$ cat src/rtl/clock_run.sv
// Real-time clock driven by a single system clock. Counts seconds, minutes and hours (0..23)
// from a programmable divider, with an atomic time-set path and a 1 Hz indicator.
module clock_run #(
  parameter int unsigned CLK_DIV = 50000000
) (
  input  logic       CLK_50,
  input  logic       reset_en,
  input  logic       run_en,
  input  logic       set_en,
  input  logic [5:0] hour_set,
  input  logic [5:0] minute_set,
  input  logic [5:0] second_set,
  output logic [5:0] hour,
  output logic [5:0] minute,
  output logic [5:0] second,
  output logic       clock_clk,
  output logic       sec_tick
);

  localparam int unsigned DIV_W = (CLK_DIV > 1) ? $clog2(CLK_DIV) : 1;
  localparam logic [DIV_W-1:0] DIV_LAST = DIV_W'(CLK_DIV - 1);
  localparam logic [DIV_W-1:0] DIV_HALF = DIV_W'(CLK_DIV / 2);

  logic [DIV_W-1:0] div_cnt;
  logic [DIV_W-1:0] div_nxt;
  logic [5:0]       hour_nxt;
  logic [5:0]       minute_nxt;
  logic [5:0]       second_nxt;
  logic             clock_clk_nxt;
  logic             set_valid;
  logic             advance;

  assign set_valid = (hour_set <= 6'd23) && (minute_set <= 6'd59) && (second_set <= 6'd59);
  assign advance   = run_en && !set_en && (div_cnt == DIV_LAST);
  assign sec_tick  = advance;

  always_comb begin
    div_nxt    = div_cnt;
    hour_nxt   = hour;
    minute_nxt = minute;
    second_nxt = second;

    if (set_en) begin
      // An invalid load still restarts the second so timing stays aligned to the strobe.
      div_nxt = '0;
      if (set_valid) begin
        hour_nxt   = hour_set;
        minute_nxt = minute_set;
        second_nxt = second_set;
      end
    end else if (run_en) begin
      if (advance) begin
        div_nxt = '0;
        // >= comparisons keep every field inside its range even from a corrupted state.
        if (second >= 6'd59) begin
          second_nxt = '0;
          if (minute >= 6'd59) begin
            minute_nxt = '0;
            hour_nxt   = (hour >= 6'd23) ? 6'd0 : hour + 6'd1;
          end else begin
            minute_nxt = minute + 6'd1;
          end
        end else begin
          second_nxt = second + 6'd1;
        end
      end else begin
        div_nxt = div_cnt + DIV_W'(1);
      end
    end

    clock_clk_nxt = (div_nxt < DIV_HALF);
  end

  always_ff @(posedge CLK_50 or negedge reset_en) begin
    if (!reset_en) begin
      div_cnt   <= '0;
      hour      <= '0;
      minute    <= '0;
      second    <= '0;
      clock_clk <= 1'b1;
    end else begin
      div_cnt   <= div_nxt;
      hour      <= hour_nxt;
      minute    <= minute_nxt;
      second    <= second_nxt;
      clock_clk <= clock_clk_nxt;
    end
  end

endmodule

$ cat config.mk
export PLATFORM = sky130hd
export DESIGN_NAME = clock_run
export DESIGN_NICKNAME = d
export VERILOG_FILES = /design/src/rtl/clock_run.sv
export SDC_FILE = /design/constraint.sdc
export NUM_CORES = 1
export LEC_CHECK = 0
export ABC_AREA = 1
export CELL_PAD_IN_SITES_DETAIL_PLACEMENT = 0
export CELL_PAD_IN_SITES_GLOBAL_PLACEMENT = 1
export CORE_MARGIN = 10
export CORE_UTILIZATION = 42
export DETAILED_ROUTE_END_ITERATION = 16
export PLACE_DENSITY_LB_ADDON = 0.1
export SLEW_MARGIN = 20
export SYNTH_ARGS = -nofsm -noshare
export SYNTH_HDL_FRONTEND = slang
export SYNTH_SLANG_ARGS = --single-unit
$ cat constraint.sdc
create_clock -name CLK_50 -period 4.9 [get_ports CLK_50]
set_input_delay 0.98 -clock CLK_50 [delete_from_list [all_inputs] [get_ports CLK_50]]
set_output_delay 0.98 -clock CLK_50 [all_outputs]
set_load 0.05 [all_outputs]
==> results.py, run 1 <==
metrics = {
    "run_status": {
        "status": "complete, no violations",
    },
    "drt": {
        "via_per_inst": 4.99,
        "postRouteAntennaNets": 0,
        "wire_per_inst_um": 13.7,
        "dr.pass1.iters": 4,
        "drt_wl_total_um": 7670,
        "vias": 2786,
        "drt_iter0_markers": 96,
        "drc": 0,
    },
    "die": {
        "fp-row-count": 30,
        "die_h_um": 104,
        "initial_core_util_pct": 43.2,
        "die_area_um2": 10800,
        "coreArea_um2": 6830,
        "io-pin-count": 42,
        "chipWidth_um": 104,
    },
    "synthesis": {
        "ys_ff_latch": 45,
        "synth_nets": 445,
        "synth.avg_cell_area_um2": 7.05,
        "synthAdderAreaFrac_pct": 1.69,
        "syn-cell-area_um2": 2950,
        "synth-xor-area-share_pct": 2.97,
        "ys_seq_area_share_pct": 38.2,
        "yosysUniqueCellTypes": 43,
        "yosys_warnings": 0,
        "yosys.area_share.simple_pct": 38.3,
        "synth_top_family_by_area": "simple AND/OR/NAND/NOR gates",
        "synth_compound_area_share_pct": 9.53,
        "yosys-mux-area-fraction_pct": 0,
        "netlist_instances": 419,
    },
    "layout": {
        "diodes": 0,
        "final_cell_mix": "112 x nand2_1, 52 x inv_1, 52 x nor2_1, 44 x dfrtp_1, 40 x clkdlybuf4s50_1",
        "drive_gt1_share_pct": 9.09,
        "nNetsFinal": 487,
        "area_growth_pct": 20.0,
        "fin_util_pct": 51.9,
        "final_common_cell": "nand2_1",
        "fin_area_um2": 3540,
        "stdcell_count": 558,
    },
    "sta": {
        "worst_slack_ns": 0.874,
        "finClkSkew_ns": 0.0118,
        "slew-limit-headroom_pct": 60.8,
        "min_period_over_period_pct": 82.2,
        "finalSetupTns_ns": 0,
        "finalHoldViolCount": 0,
        "drv_slew": 0,
        "worst_pin_slew_ns": 0.587,
        "rsz0062_at_grt": "no",
        "period_needed_ns": 4.03,
        "hold_ws_ns": 0.515,
        "setup_viol": 0,
        "fmax_ghz": 0.248,
    },
    "place": {
        "io_buffers": 41,
        "dpl.cell_count": 550,
        "gp_congestion": 0.833,
        "dpl_cell_area_um2": 3430,
        "dp_hpwl_um": 5870,
        "post-place-ws_ns": 0.877,
    },
    "clock_network": {
        "ctsHoldBuffers": 0,
        "cts.path.max_buffers": 2,
        "cts_tree": "built",
        "post_cts_buffers": 0,
        "clock_tree.root_cell": "clkbuf_8",
        "cts_made_buffers": 5,
        "cts_sinks": 45,
        "post_cts_resized": 0,
        "htree_levels": 2,
        "insertion_delay_ns": 0.30,
        "clk_pin_slew_ns": 0.09,
    },
    "flow_run": {
        "maxCapViolations": 0,
    },
    "pwr": {
        "p_leak_nw": 1.64,
        "ir_drop_mv": 0.204,
        "power.density_nw_per_um2": 312,
        "total_power_mw": 1.11,
    },
    "setup_path": {
        "critPathCaptureType": "output pin",
        "worst_ep_required_time_ns": 3.92,
        "crit_arrival_ns": 3.05,
        "cp_max_fo": 10,
        "critPathKind": "in2out",
        "critPathLaunchType": "primary input",
    },
    "global_route": {
        "grt_pass1_wl_um": 13300,
        "globalRouteOverflowTotal": 0,
        "grt_use_total_pct": 14.5,
        "grt_max_degree": 46,
        "first_global_vias": 2815,
        "grt_antenna_before_repair": 0,
    },
    "worst_hold_path": {
        "hold_class": "reg2reg",
    },
}
kinds of logic (layout without fill, tap and decap cells):
family,count (synthesis),after routing
AND/OR/NAND/NOR,250,250
buffers and inverters,66,109
flip-flops,45,45
AO/OA/AOI/OAI,44,44
XOR/XNOR,10,10
adder cells (fa/ha/maj),4,4
worst paths after layout:
kind / startpoint / to / slack [ns] / depth (start not counted)
setup / recovery: run_en / sec_tick / 0.87 / 6
hold / removal: hour[5]$_DFFE_PN0P_ / hour[5]$_DFFE_PN0P_ / 0.52 / 2
setup reg to reg: div_cnt[0]$_DFFE_PN0N_ / hour[3]$_DFFE_PN0P_ / 2.64 / 12
hold reg to reg: hour[5]$_DFFE_PN0P_ / hour[5]$_DFFE_PN0P_ / 0.52 / 2
max in group asynchronous: reset_en / div_cnt[25]$_DFF_PN0_ / 3.82 / 1
min in group asynchronous: reset_en / hour[0]$_DFFE_PN0P_ / 0.66 / 1
worst max-delay path, cell delays in order:
cell	delay, ns
clkdlybuf4s50_1	0.70
inv_2	0.15
nor2_2	0.22
inv_1	0.08
nor2_1	0.10
clkdlybuf4s50_1	0.81
Yosys cell counts, drive strengths merged:
cell / instances / area, um^2
nand2: 116 / 450
nor2: 61 / 262
inv: 57 / 214
dfrtp: 44 / 1100
nand3: 39 / 205
nand4: 22 / 138
o21ai: 17 / 88.8
a21oi: 11 / 58.8
xor2: 7 / 61.3
a31oi: 6 / 56.3
nor3: 6 / 35.0
buf: 5 / 47.5
ha: 4 / 50.1
or2: 4 / 25.0
clkbuf: 3 / 11.3
xnor2: 3 / 26.3
o21a: 2 / 15.0
o21bai: 2 / 15.0
a22oi: 1 / 7.51
a32o: 1 / 10.0
a32oi: 1 / 8.76
and2: 1 / 8.76
clkinv: 1 / 3.75
dfstp: 1 / 26.3
nor4: 1 / 6.26
o211ai: 1 / 7.51
o22ai: 1 / 6.26
o31ai: 1 / 7.51
report_power, final:
group	leakage, nW	switching (mW)	internal, mW
clock	0.0552	0.134	0.152
combinational	0.998	0.225	0.134
sequential	0.590	0.0514	0.412
sequential cells by signal, indices dropped and copies added, names as in the netlist:
signal,cells
minute,6
clock_clk,1
hour,6
div_cnt,26
second,6
layout make-up:
cell class,instances,area (um^2)
flip-flops and latches,45,1130
clock buffers,6,72.6
well taps,96,120
repair buffers,43,423
inverters,58,218
fillers,714,3290
multi-input cells,308,1550
clock inverters,2,35.0
metal layers:
| layer | up-vias | track usage, % | part of all wire [%] |
|---|---|---|---|
| met3 | 5 | 4.03 | 6.2 |
| met4 | 0 | 2.68 | 0.81 |
| met2 | 62 | 23.9 | 46 |
| li1 | 1440 | - | - |
| met1 | 1279 | 18.6 | 47 |
| met5 | - | 0 | 0 |
No activity file was read; power rests on OpenSTA's default activity.
==> inputs of run 2 (changes only) <==
--- a/config.mk
+++ b/config.mk
@@ -9,7 +9,7 @@
 export CELL_PAD_IN_SITES_DETAIL_PLACEMENT = 0
 export CELL_PAD_IN_SITES_GLOBAL_PLACEMENT = 1
 export CORE_MARGIN = 10
-export CORE_UTILIZATION = 42
+export CORE_UTILIZATION = 39
 export DETAILED_ROUTE_END_ITERATION = 16
 export PLACE_DENSITY_LB_ADDON = 0.1
 export SLEW_MARGIN = 20
==> constraint.sdc (replaced) <==
create_clock -name CLK_50 -period 3.95 [get_ports CLK_50]
set_input_delay 0.79 -clock CLK_50 [delete_from_list [all_inputs] [get_ports CLK_50]]
set_output_delay 0.79 -clock CLK_50 [all_outputs]
set_load 0.05 [all_outputs]
==> run 2 against run 1 <==
Compared with the run above:
- flip-flop and latch count stayed put
- non-clock buffer count is 1 higher
- power is 27% higher
- sequential power is 25% higher
- sequential share of layout area is 0.28 points lower
- first-iteration DRC count is 17% higher
- critical path depth stayed put
- clock-buffer cell count stayed put
- core utilization is 2.8 points lower
- combinational power is 26% higher
- via count is 0.14% higher
- largest cell class unchanged
- highest routed layer unchanged
==> results.py, run 2 (synthesis gave the netlist of run 1 again) <==
metrics = {
    "drt": {
        "dr.pass1.iters": 4,
        "drt_wl_total_um": 8050,
        "wire_per_inst_um": 14.3,
        "drc": 0,
        "via_per_inst": 4.96,
        "drt_iter0_markers": 112,
        "vias": 2790,
        "postRouteAntennaNets": 0,
    },
    "global_route": {
        "grt_max_degree": 29,
        "globalRouteOverflowTotal": 0,
        "grt_use_total_pct": 14.4,
        "first_global_vias": 2815,
        "grt_pass1_wl_um": 13500,
        "grt_antenna_before_repair": 0,
    },
    "die": {
        "die_area_um2": 11500,
        "die_h_um": 107,
        "coreArea_um2": 7290,
        "chipWidth_um": 107,
        "fp-row-count": 31,
        "io-pin-count": 42,
        "initial_core_util_pct": 40.5,
    },
    "setup_path": {
        "critPathKind": "in2out",
        "rrSetupSlack_ns": 1.73,
        "worst_ep_required_time_ns": 3.16,
        "crit_slowest_cell": "clkdlybuf4s50_1",
        "rr_worst_depth": 12,
        "cp_max_fo": 10,
        "critPathCaptureType": "output pin",
        "timing.rr.start": "div_cnt[0]$_DFFE_PN0N_",
        "crit_arrival_ns": 2.31,
        "cp_top_family": "buffers and inverters",
        "path_cells": "clkdlybuf4s50_1, inv_2, nor2_2, inv_1, nor2_1, buf_12",
        "critPathLaunchType": "primary input",
        "path_buf_inv": 4,
        "slowest_delay_ns": 0.70,
        "r2r_end": "hour[3]$_DFFE_PN0P_",
    },
    "pwr": {
        "ir_drop_mv": 0.248,
        "p_leak_nw": 1.65,
        "power.density_nw_per_um2": 393,
        "total_power_mw": 1.41,
    },
    "clock_network": {
        "cts_sinks": 45,
        "cts.path.max_buffers": 2,
        "clk_pin_slew_ns": 0.09,
        "cts_made_buffers": 5,
        "post_cts_resized": 0,
        "clock_tree.root_cell": "clkbuf_8",
        "cts_tree": "built",
        "htree_levels": 2,
        "ctsHoldBuffers": 0,
        "insertion_delay_ns": 0.30,
        "post_cts_buffers": 0,
    },
    "sta": {
        "finalSetupTns_ns": 0,
        "hold_ws_ns": 0.420,
        "rsz0062_at_grt": "no",
        "min_period_over_period_pct": 78.4,
        "period_needed_ns": 3.10,
        "fmax_ghz": 0.323,
        "slew-limit-headroom_pct": 65.7,
        "setup_viol": 0,
        "worst_pin_slew_ns": 0.513,
        "finClkSkew_ns": 0.00798,
        "finalHoldViolCount": 0,
        "drv_slew": 0,
    },
    "place": {
        "io_buffers": 41,
        "dpl.cell_count": 554,
        "dp_hpwl_um": 6310,
        "gp_congestion": 0.897,
    },
    "layout": {
        "area_growth_pct": 21.1,
        "diodes": 0,
        "largest_reg_flops": 26,
        "stdcell_count": 562,
        "final_cell_mix": "112 x nand2_1, 52 x inv_1, 52 x nor2_1, 44 x dfrtp_1, 39 x clkdlybuf4s50_1",
        "regMostFlops": "div_cnt",
        "nNetsFinal": 488,
        "final_common_cell": "nand2_1",
        "drive_gt1_share_pct": 9.72,
    },
    "flow_run": {
        "maxCapViolations": 0,
    },
    "worst_hold_path": {
        "hold_class": "in2async",
    },
    "run_status": {
        "status": "complete, no violations",
    },
}
run 2: per-stage QoR:
| stage | util (%) | setup slack [ns] | cell area, um^2 |
|---|---|---|---|
| 4_1_cts | 49.0 | 0.852 | 3580 |
| 6_report | 49.0 | 0.853 | 3580 |
| 3_3_place_gp | 47.4 | 0.894 | 3460 |
| 3_5_place_dp | 47.4 | 0.855 | 3460 |
| 2_1_floorplan | - | 1.28 | 2950 |
| 5_1_grt | 49.0 | 0.757 | 3580 |
run 2: metal layers:
| layer | part of all wire [%] | global-route usage [%] | vias up |
|---|---|---|---|
| li1 | - | - | 1445 |
| met1 | 46 | 18.0 | 1282 |
| met2 | 47 | 23.8 | 56 |
| met3 | 5.6 | 4.25 | 7 |
| met4 | 1.0 | 3.58 | 0 |
| met5 | 0 | 0 | - |
run 2: cell type report:
cell class	instances	area, um^2
Multi-Input combinational cell	308	1550
Tap cell	99	124
Timing Repair Buffer	44	438
Inverter	58	218
Clock buffer	6	82.6
Fill cell	802	3720
Sequential cell	45	1130
Clock inverter	2	37.5
run 2: worst max path at each step:
stage | end | from | depth (start not counted) | slack [ns]
after floorplan | sec_tick | run_en | 5 | 1.28
after global placement | sec_tick | run_en | 6 | 0.89
after detailed placement | sec_tick | run_en | 6 | 0.85
after CTS | sec_tick | run_en | 6 | 0.85
after global routing | sec_tick | run_en | 6 | 0.76
final | sec_tick | run_en | 6 | 0.85
run 2: where the power goes:
group          switching, mW  internal, mW  leakage, nW  total [mW]
Sequential            0.0670         0.511        0.590       0.578
Clock                  0.170         0.206       0.0574       0.376
Combinational          0.284         0.167         1.01       0.451
